==> src/rtl/sdhci_dat_pkg.sv <==
// Shared SDHCI data-path types: receive FSM states, CRC16 polynomial, word width.
// No logic, so no latency.
// No flow control; this package holds only types and constants.
package sdhci_dat_pkg;

    localparam int          WordWidth = 32;
    localparam logic [15:0] Crc16Poly = 16'h1021;  // x^16 + x^12 + x^5 + 1

    typedef enum logic [2:0] {
        ST_IDLE,
        ST_WAIT_START,
        ST_DATA,
        ST_CRC,
        ST_END_BIT,
        ST_DONE
    } dat_rx_state_e;

    function automatic logic [15:0] crc16_step(input logic [15:0] crc, input logic bit_in);
        crc16_step = {crc[14:0], 1'b0} ^ ((crc[15] ^ bit_in) ? Crc16Poly : 16'h0000);
    endfunction

endpackage

==> src/rtl/sd_crc16.sv <==
// Serial CRC16, one bit per enabled cycle, MSB first, init 0.
// Latency: crc_o reflects a bit one cycle after enable_i.
// No backpressure; clear_i wins over enable_i.
module sd_crc16
    import sdhci_dat_pkg::*;
(
    input  logic        clk_i,
    input  logic        rst_i,
    input  logic        clear_i,
    input  logic        enable_i,
    input  logic        bit_i,
    output logic [15:0] crc_o
);

    always_ff @(posedge clk_i or posedge rst_i) begin
        if (rst_i) begin
            crc_o <= '0;
        end else if (clear_i) begin
            crc_o <= '0;
        end else if (enable_i) begin
            crc_o <= crc16_step(crc_o, bit_i);
        end
    end

endmodule

==> src/rtl/dat_rx_deserializer.sv <==
// SD DAT receiver: start bit, block data into 32-bit words, per-line CRC16, end bit.
// Latency: data_valid_o one cycle after the sample completing a word; done_o one cycle after end bit.
// No backpressure: the consumer must accept every data_valid_o pulse; abort_i drops the block.
module dat_rx_deserializer
    import sdhci_dat_pkg::*;
#(
    parameter int MaxBlockBitSize = 10
) (
    input  logic                       clk_i,
    input  logic                       rst_i,
    input  logic                       sd_clk_en_i,
    input  logic [3:0]                 dat_i,
    input  logic                       start_i,
    input  logic                       abort_i,
    input  logic [MaxBlockBitSize-1:0] block_size_i,
    input  logic                       bus_width_is_4_i,
    output logic                       data_valid_o,
    output logic [WordWidth-1:0]       data_o,
    output logic                       done_o,
    output logic                       crc_err_o,
    output logic                       end_bit_err_o
);

    localparam int CntW = MaxBlockBitSize + 3;

    dat_rx_state_e               state_q, state_d;
    logic [MaxBlockBitSize-1:0]  blk_size_q;
    logic                        bw4_q;
    logic [CntW-1:0]             bit_cnt_q;
    logic [CntW-1:0]             last_idx;
    logic [3:0]                  crc_cnt_q;
    logic [7:0]                  byte_q, byte_next;
    logic [1:0]                  lane_q;
    logic [WordWidth-1:0]        word_q, word_next;
    logic                        crc_err_q, end_err_q;

    logic                        start_acc, smp, data_smp, crc_smp, end_smp;
    logic                        start_bit, last_data, byte_done;
    logic [3:0]                  line_mask, crc_exp;
    logic [3:0][15:0]            crc_val;

    assign line_mask = bw4_q ? 4'hF : 4'h1;
    assign start_bit = bw4_q ? (dat_i == 4'h0) : ~dat_i[0];
    assign last_idx  = (bw4_q ? {2'b00, blk_size_q, 1'b0} : {blk_size_q, 3'b000}) - CntW'(1);
    assign last_data = (bit_cnt_q == last_idx);

    // Abort suppresses every sampling action in its cycle.
    assign smp       = sd_clk_en_i & ~abort_i;
    assign start_acc = (state_q == ST_IDLE) & start_i & ~abort_i;
    assign data_smp  = smp & (state_q == ST_DATA);
    assign crc_smp   = smp & (state_q == ST_CRC);
    assign end_smp   = smp & (state_q == ST_END_BIT);

    always_comb begin
        state_d = state_q;
        if (abort_i && state_q != ST_IDLE) begin
            state_d = ST_IDLE;
        end else begin
            case (state_q)
                ST_IDLE:       if (start_acc) state_d = ST_WAIT_START;
                ST_WAIT_START: if (sd_clk_en_i && start_bit)
                                   state_d = (blk_size_q == '0) ? ST_CRC : ST_DATA;
                ST_DATA:       if (sd_clk_en_i && last_data) state_d = ST_CRC;
                ST_CRC:        if (sd_clk_en_i && crc_cnt_q == 4'd15) state_d = ST_END_BIT;
                ST_END_BIT:    if (sd_clk_en_i) state_d = ST_DONE;
                ST_DONE:       state_d = ST_IDLE;
                default:       state_d = ST_IDLE;
            endcase
        end
    end

    always_ff @(posedge clk_i or posedge rst_i) begin
        if (rst_i) begin
            state_q <= ST_IDLE;
        end else begin
            state_q <= state_d;
        end
    end

    always_comb begin
        byte_next = bw4_q ? {byte_q[3:0], dat_i} : {byte_q[6:0], dat_i[0]};
        byte_done = bw4_q ? bit_cnt_q[0] : (bit_cnt_q[2:0] == 3'd7);
        word_next = word_q;
        word_next[{lane_q, 3'b000} +: 8] = byte_next;
        for (int i = 0; i < 4; i++) begin
            crc_exp[i] = crc_val[i][4'd15 - crc_cnt_q];
        end
    end

    always_ff @(posedge clk_i or posedge rst_i) begin
        if (rst_i) begin
            blk_size_q   <= '0;
            bw4_q        <= 1'b0;
            bit_cnt_q    <= '0;
            crc_cnt_q    <= '0;
            byte_q       <= '0;
            lane_q       <= '0;
            word_q       <= '0;
            crc_err_q    <= 1'b0;
            end_err_q    <= 1'b0;
            data_valid_o <= 1'b0;
            data_o       <= '0;
        end else begin
            data_valid_o <= 1'b0;
            if (start_acc) begin
                blk_size_q <= block_size_i;
                bw4_q      <= bus_width_is_4_i;
                bit_cnt_q  <= '0;
                crc_cnt_q  <= '0;
                byte_q     <= '0;
                lane_q     <= '0;
                word_q     <= '0;
                crc_err_q  <= 1'b0;
                end_err_q  <= 1'b0;
            end
            if (data_smp) begin
                bit_cnt_q <= bit_cnt_q + CntW'(1);
                byte_q    <= byte_next;
                // The last sample always closes a byte, so a partial word flushes here too.
                if (byte_done && (lane_q == 2'd3 || last_data)) begin
                    data_o       <= word_next;
                    data_valid_o <= 1'b1;
                    word_q       <= '0;
                    lane_q       <= '0;
                end else if (byte_done) begin
                    word_q <= word_next;
                    lane_q <= lane_q + 2'd1;
                end
            end
            if (crc_smp) begin
                crc_cnt_q <= crc_cnt_q + 4'd1;
                if (|((crc_exp ^ dat_i) & line_mask)) crc_err_q <= 1'b1;
            end
            if (end_smp && |(~dat_i & line_mask)) begin
                end_err_q <= 1'b1;
            end
        end
    end

    for (genvar g = 0; g < 4; g++) begin : g_crc
        sd_crc16 u_crc (
            .clk_i    (clk_i),
            .rst_i    (rst_i),
            .clear_i  (start_acc),
            .enable_i (data_smp),
            .bit_i    (dat_i[g]),
            .crc_o    (crc_val[g])
        );
    end

    assign done_o        = (state_q == ST_DONE);
    assign crc_err_o     = done_o & crc_err_q;
    assign end_bit_err_o = done_o & end_err_q;

endmodule

==> config.mk <==
export PLATFORM = sky130hd
export DESIGN_NAME = dat_rx_deserializer
export DESIGN_NICKNAME = d
export VERILOG_FILES = /design/src/rtl/sdhci_dat_pkg.sv /design/src/rtl/sd_crc16.sv /design/src/rtl/dat_rx_deserializer.sv
export SDC_FILE = /design/constraint.sdc
export NUM_CORES = 1
export LEC_CHECK = 0
export CAP_MARGIN = 15
export CELL_PAD_IN_SITES_DETAIL_PLACEMENT = 0
export CELL_PAD_IN_SITES_GLOBAL_PLACEMENT = 2
export CORE_MARGIN = 3
export CORE_UTILIZATION = 25
export CTS_BUF_LIST = sky130_fd_sc_hd__clkbuf_4
export DETAILED_ROUTE_END_ITERATION = 6
export GPL_ROUTABILITY_DRIVEN = 1
export GPL_TIMING_DRIVEN = 1
export HOLD_SLACK_MARGIN = 0.1
export PLACE_DENSITY = 0.66
export SLEW_MARGIN = 15
export SYNTH_ARGS = -nofsm -noshare
export SYNTH_HDL_FRONTEND = slang
export SYNTH_SLANG_ARGS = --single-unit
==> constraint.sdc <==
create_clock -name clk_i -period 5.25 [get_ports clk_i]
set_input_delay 1.05 -clock clk_i [delete_from_list [all_inputs] [get_ports clk_i]]
set_output_delay 1.05 -clock clk_i [all_outputs]
set_load 0.005 [all_outputs]
Word level (Yosys, flattened, before mapping)
Cells that the tools add are included.
{ "totals": {"ff_bits": 171, "latch_bits": 0, "ramBits": 0, "rom_bits": 0, "output_inout_bits": 36, "word_cells": 134, "memories": 0} }
{ "op_classes": {"n_addsub": 6, "n_mul": 0, "div_mod_pow": 0, "n_lt_le_gt_ge": 1, "eq_ne": 14, "n_shift": 2, "n_mux": 55, "bitwise_logic": 22, "reduce_logical": 18} }
{ "op_table": {"columns": ["cell", "count"], "rows": [
  ["$mux 16", 8],
  ["$mux 32", 4],
  ["$mux 13", 7],
  ["$xor 16x16->16", 4],
  ["$bwmux 32", 1],
  ["$shift 8x7->32 const A", 1],
  ["$shiftx 8x7->32", 1],
  ["$mux 3", 6],
  ["$bmux 1 s4", 4],
  ["$pmux 3 s5", 1],
  ["$mux 1", 14],
  ["$mux 7", 2],
  ["$add 13x1->13 const B", 1],
  ["$eq 13x13->1", 1],
  ["$sub 13x1->13 const B", 1],
  ["$mux 4", 3],
  ["$logic_not 10->1", 1],
  ["$eq 3x3->1 const B", 3],
  ["$ne 3x1->1 const B", 3],
  ["$and 1x1->1", 8],
  ["$and 4x4->4", 2],
  ["$mux 2", 4],
  ["$mux 8", 1],
  ["$reduce_or 4->1", 2],
  ["23 further kinds", 35]
]} }

Logic depth before layout (Yosys ltp)
Gate-level depths: netlist (run 1).
{ "depth": {"ltp_word": 8, "ltp_mapped": 16, "depth_no_buf": 9} }

By module
Synthesis (run 1) repeated with hierarchy kept, for this count alone.
{ "hier_totals": {"cells_unflattened": 841, "hier_area_um2": 9160.0} }
{ "by_module_without_submodules": {"columns": ["module", "instances", "cells_per_inst", "area_each_um2", "seq_area_each_um2"], "rows": [
  ["dat_rx_deserializer", 1, 605, 6372.4, 2677.6],
  ["sd_crc16", 4, 59, 696.9, 400.4]
]} }

Worst setup path after synthesis (run 1)
Ideal clock, no wire load.
{ "synth_path": {"kind": "reg2reg", "from": "reg bw4_q", "to": "reg word_q[0]", "setup_time_ns": 0.121, "arrival_time_ns": 3.093, "required_ns": 5.129, "setup_slack_ns": 2.036, "path_stages_with_launch": 16, "path_buffers": 6, "synth_period_minus_slack_ns": 3.214, "cell_sequence": "dfrtp_1 buf_6 buf_6 buf_6 buf_2 buf_1 nand2_1 ha_1 nor4bb_1 a31o_2 nor3b_2 mux2i_1 or2_1 buf_2 a21oi_4 a22o_1"} }
{ "synth_between": {"elab_chain_len": 7, "elab_cells_between_ends": 12, "classes_between": "add/sub (1); eq/ne (1); shift (1); mux (7); reduce/logical (2)"} }
{ "synth_lines": {"columns": ["item", "line_no", "rtl"], "rows": [
  ["start, declared", "dat_rx_deserializer.sv:28", "logic bw4_q;"],
  ["start signal, assigned", "dat_rx_deserializer.sv:107", "bw4_q <= bus_width_is_4_i;"],
  ["$mux 13", "dat_rx_deserializer.sv:44", "assign last_idx = (bw4_q ? {2'b00, blk_size_q, 1'b0} : {blk_size_q, 3'b000}) - CntW'(1);"],
  ["$sub 13x1->13", "dat_rx_deserializer.sv:44", null],
  ["$eq 13x13->1", "dat_rx_deserializer.sv:45", "assign last_data = (bit_cnt_q == last_idx);"],
  ["$logic_or 1x1->1", "dat_rx_deserializer.sv:120", "if (byte_done && (lane_q == 2'd3 || last_data)) begin"],
  ["$logic_and 1x1->1", "dat_rx_deserializer.sv:120", null],
  ["$mux 32 (*)", "dat_rx_deserializer.sv:120", null],
  ["$mux 32 (*)", "dat_rx_deserializer.sv:116", "if (data_smp) begin"],
  ["end signal, assigned", "dat_rx_deserializer.sv:126", "word_q <= word_next;"],
  ["end, declared", "dat_rx_deserializer.sv:34", "logic [WordWidth-1:0] word_q, word_next;"]
]} }
Every way passes the cells marked *; elsewhere a longest branch is shown, timed or not.
A chain may end at the register's enable or synchronous reset.

Worst setup path in the final report (run 1)
{ "layout_path": {"from": "reg bw4_q", "to": "reg word_q[8]"} }
The elaborated chain is that of the path after synthesis.

==> results of run 1 <==
-- cells by family (layout without fill, tap and decap cells) --
family	after synthesis	in the layout	synth area share (%)
buffers and inverters	98	116	4.54
other	0	3	0
multiplexers	52	52	6.88
adder cells (fa/ha/maj)	10	10	1.29
flip-flops	171	171	44.0
AND/OR/NAND/NOR	444	444	22.1
XOR/XNOR	31	31	2.79
AO/OA/AOI/OAI	283	283	18.4
-- critical path: stages, from the launching register on --
cell                      delay (ns)
sky130_fd_sc_hd__dfrtp_2        1.04
sky130_fd_sc_hd__nand2_2        0.13
sky130_fd_sc_hd__ha_1           0.35
sky130_fd_sc_hd__xor2_1         0.15
sky130_fd_sc_hd__nand3_1        0.13
sky130_fd_sc_hd__nor4_4         0.39
sky130_fd_sc_hd__nand4_2        0.65
sky130_fd_sc_hd__o21ai_2        0.58
sky130_fd_sc_hd__o22ai_1        0.16
-- metrics by stage --
step	utilization [%]	setup slack (ns)	power [mW]	area [um^2]
finish	28.8	1.53	3.75	10900
global route	28.8	1.19	4.02	10900
CTS	28.8	1.45	3.82	10900
detailed placement	28.0	1.18	3.00	10700
global placement	28.0	1.21	3.00	10700
floorplan	-	2.02	2.61	9720
-- per-layer routing --
layer	part of all wire (%)	track usage (%)	vias to the layer above	wire length (um)
met4	0.93	3.07	0	264
met1	48	19.5	3980	13700
met5	0	0	-	0
li1	-	-	3848	-
met3	2.1	2.39	17	587
met2	49	23.2	77	13700
-- area by class of cell --
| cell class | instances | area, um^2 | area share [%] |
|---|---|---|---|
| Antenna cell | 3 | 7.51 | 0.0686 |
| Clock buffer | 17 | 128 | 1.17 |
| Clock inverter | 15 | 151 | 1.38 |
| Inverter | 15 | 60.1 | 0.549 |
| Multi-Input combinational cell | 820 | 5010 | 45.8 |
| Sequential cell | 171 | 4280 | 39.1 |
| Tap cell | 511 | 639 | 5.84 |
| Timing Repair Buffer | 69 | 668 | 6.10 |
-- layout by cell type, fill, tap and decap left out, drive strengths merged, types with 21 or more instances in the layout --
master,instances
nand2,188
a21oi,94
a22oi,35
o21ai,84
xor2,21
mux2i,33
inv,22
nand3,75
nor2,58
clkdlybuf4s50,55
dfrtp,171
nor2b,62
-- worst paths after layout --
kind                                       start                     end  slack (ns)
setup / recovery               bw4_q$_DFFE_PP0P_     word_q[8]$_DFF_PP0_        1.53
hold / removal             end_err_q$_DFFE_PP0P_   end_err_q$_DFFE_PP0P_        0.50
setup reg to reg               bw4_q$_DFFE_PP0P_     word_q[8]$_DFF_PP0_        1.53
hold reg to reg            end_err_q$_DFFE_PP0P_   end_err_q$_DFFE_PP0P_        0.50
max in group asynchronous                  rst_i   data_o[7]$_DFFE_PP0P_        3.70
min in group asynchronous                  rst_i  state_q[2]$_DFFE_PP0P_        0.84
-- synth_stat cells (all sizes together), types with 19 or more instances --
library cell,count
a21oi,94
a22o,19
a22oi,35
buf,28
clkbuf,55
dfrtp,171
mux2i,33
nand2,188
nand3,75
nor2,58
nor2b,62
o21ai,84
xor2,21
-- where the power goes --
group	leakage (nW)	switching, mW	total [mW]	internal, mW
registers	2.19	0.257	1.70	1.44
clock network	0.154	0.587	0.803	0.216
logic	1.92	0.804	1.25	0.443
total	4.27	1.65	3.75	2.10
-- state kept, by name, summed over array words and instances (netlist names), 2 cells and up --
register / cells
lane_q: 2
state_q: 3
blk_size_q: 10
byte_q: 7
data_o: 32
crc_cnt_q: 4
bit_cnt_q: 13
g_crc.u_crc.crc_o: 64
word_q: 32
==> summary.json, run 1 <==
{
  "overflow": {"value": 0},
  "cts_sinks": {"value": 171},
  "grt_util_all_layers": {"value": 14.1, "unit": "%"},
  "route.detailed.drc": {"value": 0},
  "cts_root_buf": {"value": "sky130_fd_sc_hd__clkbuf_4"},
  "finClkSkew": {"value": 0.0334, "unit": "ns"},
  "status": {"value": "completed"},
  "worst_setup_sp_type": {"value": "flop"},
  "drt_wl_total": {"value": 28200, "unit": "um"},
  "ctsLongestPathBuffers": {"value": 2},
  "worst-endpoint-required": {"value": 5.75, "unit": "ns"},
  "total_leakage_power": {"value": 4.27, "unit": "nW"},
  "detail_route.first_pass.iterations": {"value": 4},
  "antenna_violating_nets_post_route": {"value": 0},
  "setup-tns-final": {"value": 0, "unit": "ns"},
  "synth_edf_count": {"value": 0},
  "floorplan.initialDensity": {"value": 25.6, "unit": "%"},
  "ys_warn_count": {"value": 0},
  "ys_top_cells_by_area": {"value": "sky130_fd_sc_hd__dfrtp_1, sky130_fd_sc_hd__nand2_1, sky130_fd_sc_hd__a21oi_1"},
  "setup_repair_after_global_routing_missed_its_margin": {"value": "false"},
  "setup_viol": {"value": 0},
  "worstPathMaxFanout": {"value": 44},
  "detailed_place_hpwl": {"value": 17600, "unit": "um"},
  "holdPathStages": {"value": 2},
  "final-instance-count-excl-fill": {"value": 1621},
  "netlist_area": {"value": 0.00972, "unit": "mm^2"},
  "layout-area-overhead-vs-synth": {"value": 12.7, "unit": "%"},
  "timing.fmax": {"value": 269, "unit": "MHz"},
  "cts_setup_buffers": {"value": 0},
  "cts_repair_resize_count": {"value": 0},
  "layout_cells_sized_above_1": {"value": 8.40, "unit": "%"},
  "core-area": {"value": 0.0380, "unit": "mm^2"},
  "max_cap_viol_count": {"value": 0},
  "die_width": {"value": 203, "unit": "um"},
  "post-route-min-period": {"value": 3.72, "unit": "ns"},
  "final_hold_viol_count": {"value": 0},
  "worstSetupPathType": {"value": "reg -> reg"},
  "fillerInstances": {"value": 4133},
  "number_of_global_route_vias_before_repair": {"value": 8030},
  "core.rowCount": {"value": 71},
  "port_buffers": {"value": 55},
  "gpl_congestion": {"value": 0.744},
  "tritoncts.num_buffers": {"value": 17},
  "synth.distinct_cells": {"value": 65},
  "synth-async-reset-ratio": {"value": 100, "unit": "%"},
  "antenna_found_initial": {"value": 2},
  "hold_path_class": {"value": "reg -> reg"},
  "post_cts_hold_buffer_count": {"value": 0},
  "clkLatencyLatePin": {"value": 0.64, "unit": "ns"},
  "commonest_register_cell_after_synthesis": {"value": "sky130_fd_sc_hd__dfrtp_1"},
  "critical_path.endpoint_type": {"value": "flop"},
  "count_of_boundary_i_o_pins": {"value": 56},
  "synth.largest_area_cell": {"value": "sky130_fd_sc_hd__dfrtp_1"},
  "r2r.worst_path.cells": {"value": 8},
  "clk_transition_reported_paths": {"value": 0.16, "unit": "ns"},
  "vdd_drop_max": {"value": 0.190, "unit": "mV"},
  "synthesis.instances": {"value": 1089},
  "routed-via-count": {"value": 7922},
  "viasPerCell": {"value": 4.89},
  "yosysTopAreaCellShare": {"value": 44.0, "unit": "%"},
  "seq_area_frac_synth": {"value": 44.0, "unit": "%"},
  "hold_slack": {"value": 0.496, "unit": "ns"},
  "cellPowerDensity": {"value": 342, "unit": "mW/mm^2"},
  "cts.htree.levels": {"value": 4},
  "max_slew_margin": {"value": 24.1, "unit": "%"},
  "final_min_period_over_clock_period": {"value": 70.8, "unit": "%"},
  "first_pass_grt_wire_length": {"value": 46500, "unit": "um"},
  "die_area": {"value": 0.0413, "unit": "mm^2"},
  "detail_route.iter0.violations": {"value": 473},
  "synthesis.area_per_instance": {"value": 8.92, "unit": "um^2"},
  "nets": {"value": 1124},
  "grt_max_degree": {"value": 116},
  "dieHeight": {"value": 203, "unit": "um"},
  "final_max_slew_viol_count": {"value": 0},
  "worst-endpoint-arrival": {"value": 4.22, "unit": "ns"},
  "worst_slew_pin_slew": {"value": 1.13, "unit": "ns"},
  "postSynthRegisterBits": {"value": 171},
  "wl_per_cell": {"value": 17.4, "unit": "um"},
  "dp.cells": {"value": 1586},
  "tritoncts": {"value": "done"},
  "mappedNetlistNets": {"value": 1119}
}
No activity file was read; power rests on OpenSTA's default activity.
==> run 2: changes to the inputs <==
==> constraint.sdc (replaced) <==
create_clock -name clk_i -period 3.4 [get_ports clk_i]
set_input_delay 0.68 -clock clk_i [delete_from_list [all_inputs] [get_ports clk_i]]
set_output_delay 0.68 -clock clk_i [all_outputs]
set_load 0.005 [all_outputs]
==> run 2 against run 1 <==
  * Cell count rose by 1.4%
  * First-iteration DRC count decreased by 3.0%
  * Routed wire length grew 1.4%
  * Non-clock buffer count rose by 25
  * Clock power is 72% higher
  * Register-to-register slack worse by 1.2 ns
  * Via count is 1.6% higher
  * Flip-flop and latch count is the same
  * Global-route usage rose by 0.15 points
  * Setup slack got worse by 1.2 ns
==> summary.json, run 2 (same netlist as run 1, synthesis figures left out) <==
{
  "hold_path_class": {"value": "in -> async"},
  "timing.fmax": {"value": 328, "unit": "MHz"},
  "cts_repair_resize_count": {"value": 0},
  "switchingPower": {"value": 2.51, "unit": "mW"},
  "core-area": {"value": 0.0380, "unit": "mm^2"},
  "worst-endpoint-required": {"value": 3.94, "unit": "ns"},
  "setup-tns-final": {"value": 0, "unit": "ns"},
  "reg2reg_launch_point": {"value": "bw4_q$_DFFE_PP0P_"},
  "power_frac_comb": {"value": 36.3, "unit": "%"},
  "dp.cells": {"value": 1611},
  "worst_slew_pin_slew": {"value": 1.06, "unit": "ns"},
  "fillerInstances": {"value": 4176},
  "dpl_cell_area": {"value": 0.0109, "unit": "mm^2"},
  "endpoint": {"value": "word_q[12]$_DFF_PP0_"},
  "viasPerCell": {"value": 4.89},
  "area_taken_by_multi_input_logic_gates": {"value": 0.00501, "unit": "mm^2"},
  "area_of_all_sequential_standard_cells": {"value": 0.00428, "unit": "mm^2"},
  "r2r.worst_path.cells": {"value": 8},
  "grt_max_degree": {"value": 71},
  "drt_wl_total": {"value": 28600, "unit": "um"},
  "grt_util_all_layers": {"value": 14.2, "unit": "%"},
  "detail_route.iter0.violations": {"value": 459},
  "detailed_place_hpwl": {"value": 18600, "unit": "um"},
  "tritoncts.num_buffers": {"value": 17},
  "critical_path.endpoint_type": {"value": "flop"},
  "gpl_congestion": {"value": 0.757},
  "seq_power_share": {"value": 41.0, "unit": "%"},
  "count_of_boundary_i_o_pins": {"value": 56},
  "setup_repair_after_global_routing_missed_its_margin": {"value": "false"},
  "die_area": {"value": 0.0413, "unit": "mm^2"},
  "clk_transition_reported_paths": {"value": 0.18, "unit": "ns"},
  "antenna_found_initial": {"value": 1},
  "detail_route.first_pass.iterations": {"value": 5},
  "core.rowCount": {"value": 71},
  "worst_setup_sp_type": {"value": "flop"},
  "fin_ws": {"value": 0.356, "unit": "ns"},
  "worst-endpoint-arrival": {"value": 3.58, "unit": "ns"},
  "power.share.clock": {"value": 22.7, "unit": "%"},
  "clkLatencyLatePin": {"value": 0.63, "unit": "ns"},
  "switching_share": {"value": 41.3, "unit": "%"},
  "layout-area-overhead-vs-synth": {"value": 15.5, "unit": "%"},
  "vdd_drop_max": {"value": 0.277, "unit": "mV"},
  "layout_common_cells": {"value": "sky130_fd_sc_hd__nand2_1, sky130_fd_sc_hd__dfrtp_1, sky130_fd_sc_hd__a21oi_1"},
  "final-instance-count-excl-fill": {"value": 1644},
  "final_hold_viol_count": {"value": 0},
  "largestRegisters": {"value": "g_crc.u_crc.crc_o (64), data_o (32), word_q (32)"},
  "worstSetupPathType": {"value": "reg -> reg"},
  "final_design_area_no_fill": {"value": 0.0112, "unit": "mm^2"},
  "timing.reg2reg.setup_slack": {"value": 0.36, "unit": "ns"},
  "layout_cells_sized_above_1": {"value": 10.4, "unit": "%"},
  "finClkSkew": {"value": 0.0313, "unit": "ns"},
  "setup_viol": {"value": 0},
  "post-route-min-period": {"value": 3.04, "unit": "ns"},
  "dieHeight": {"value": 203, "unit": "um"},
  "cts_sinks": {"value": 171},
  "flip_flop_count_of_the_largest_register_all_copies_and_words_added": {"value": 64},
  "floorplan.initialDensity": {"value": 25.6, "unit": "%"},
  "max_cap_viol_count": {"value": 0},
  "total_leakage_power": {"value": 4.43, "unit": "nW"},
  "ctsLongestPathBuffers": {"value": 2},
  "place_ws": {"value": 0.333, "unit": "ns"},
  "nets": {"value": 1149},
  "port_buffers": {"value": 55},
  "overflow": {"value": 0},
  "cts.htree.levels": {"value": 4},
  "tritoncts": {"value": "done"},
  "internal_portion_of_total_power": {"value": 3.57, "unit": "mW"},
  "routed-via-count": {"value": 8045},
  "number_of_global_route_vias_before_repair": {"value": 8318},
  "wl_per_cell": {"value": 17.4, "unit": "um"},
  "cts_setup_buffers": {"value": 0},
  "status": {"value": "completed"},
  "post_cts_hold_buffer_count": {"value": 0},
  "registers.top_by_ff_count": {"value": "g_crc.u_crc.crc_o"},
  "first_pass_grt_wire_length": {"value": 47200, "unit": "um"},
  "route.detailed.drc": {"value": 0},
  "regToRegEndpoint": {"value": "word_q[12]$_DFF_PP0_"},
  "die_width": {"value": 203, "unit": "um"},
  "antenna_violating_nets_post_route": {"value": 0},
  "final_max_slew_viol_count": {"value": 0},
  "max_slew_margin": {"value": 29.3, "unit": "%"},
  "layout.cells.most_common": {"value": "sky130_fd_sc_hd__nand2_1"},
  "finalCoreUtilization": {"value": 29.5, "unit": "%"},
  "crit_start": {"value": "bw4_q$_DFFE_PP0P_"},
  "cts_root_buf": {"value": "sky130_fd_sc_hd__clkbuf_4"},
  "cellPowerDensity": {"value": 541, "unit": "mW/mm^2"},
  "final_min_period_over_clock_period": {"value": 89.5, "unit": "%"},
  "worstPathMaxFanout": {"value": 24}
}
==> run 2: cell count changes in the layout (fill, tap and decap cells not counted), sizes merged <==
cell,previous run,this run
bufinv,0,3
clkinv,7,5
buf,14,39
diode,3,1
inv,22,20
clkinvlp,1,2
==> run 2: how the worst min path moves through the flow <==
stage	startpoint	to	slack (ns)
6_report	rst_i	g_crc[0].u_crc.crc_o[10]$_DFFE_PP0P_	0.45
3_5_place_dp	word_q[2]$_DFF_PP0_	word_q[2]$_DFF_PP0_	0.48
4_1_cts	rst_i	g_crc[0].u_crc.crc_o[10]$_DFFE_PP0P_	0.41
3_3_place_gp	word_q[5]$_DFF_PP0_	word_q[5]$_DFF_PP0_	0.48
5_1_grt	rst_i	g_crc[0].u_crc.crc_o[3]$_DFFE_PP0P_	0.44
2_1_floorplan	end_err_q$_DFFE_PP0P_	end_err_q$_DFFE_PP0P_	0.44
==> run 2: critical path, cell delays in order (launching register included) <==
cell and delay (ns):
sky130_fd_sc_hd__dfrtp_2 0.42, sky130_fd_sc_hd__buf_4 0.29, sky130_fd_sc_hd__mux2i_1 0.29, sky130_fd_sc_hd__xor2_1 0.34, sky130_fd_sc_hd__nand3b_1 0.16, sky130_fd_sc_hd__mux2i_1 0.11, sky130_fd_sc_hd__nor2_2 0.84, sky130_fd_sc_hd__o21ai_2 0.32
sky130_fd_sc_hd__o22ai_1 0.20
==> run 2: power groups by stage <==
stage / logic (mW) / clock network, mW / registers, mW
after detailed placement: 2.24 / 0 / 2.53
after floorplan: 1.64 / 0 / 2.39
after CTS: 2.25 / 1.44 / 2.49
after global routing: 2.44 / 1.50 / 2.53
final: 2.20 / 1.38 / 2.49
after global placement: 2.24 / 0 / 2.53
==> run 2: final cells by class <==
type / count / share of cell area [%]
clock buffers: 17 / 1.14
inverters: 15 / 0.535
flip-flops and latches: 171 / 38.1
diodes: 1 / 0.0223
well taps: 511 / 5.70
multi-input cells: 820 / 44.6
repair buffers: 94 / 8.18
clock inverters: 15 / 1.65
==> run 2: stage by stage <==
step,hold slack [ns],total power [mW]
final,0.455,6.07
after global routing,0.441,6.47
after CTS,0.408,6.18
after detailed placement,0.484,4.77
after global placement,0.480,4.77
after floorplan,0.442,4.04
==> run 2: layer usage <==
layer / vias up / global-route usage [%] / wire length [um]
met5: - / 0 / 0
met3: 18 / 2.30 / 693
met1: 4033 / 19.3 / 13800
met4: 0 / 3.37 / 281
li1: 3895 / - / -
met2: 99 / 23.8 / 13900
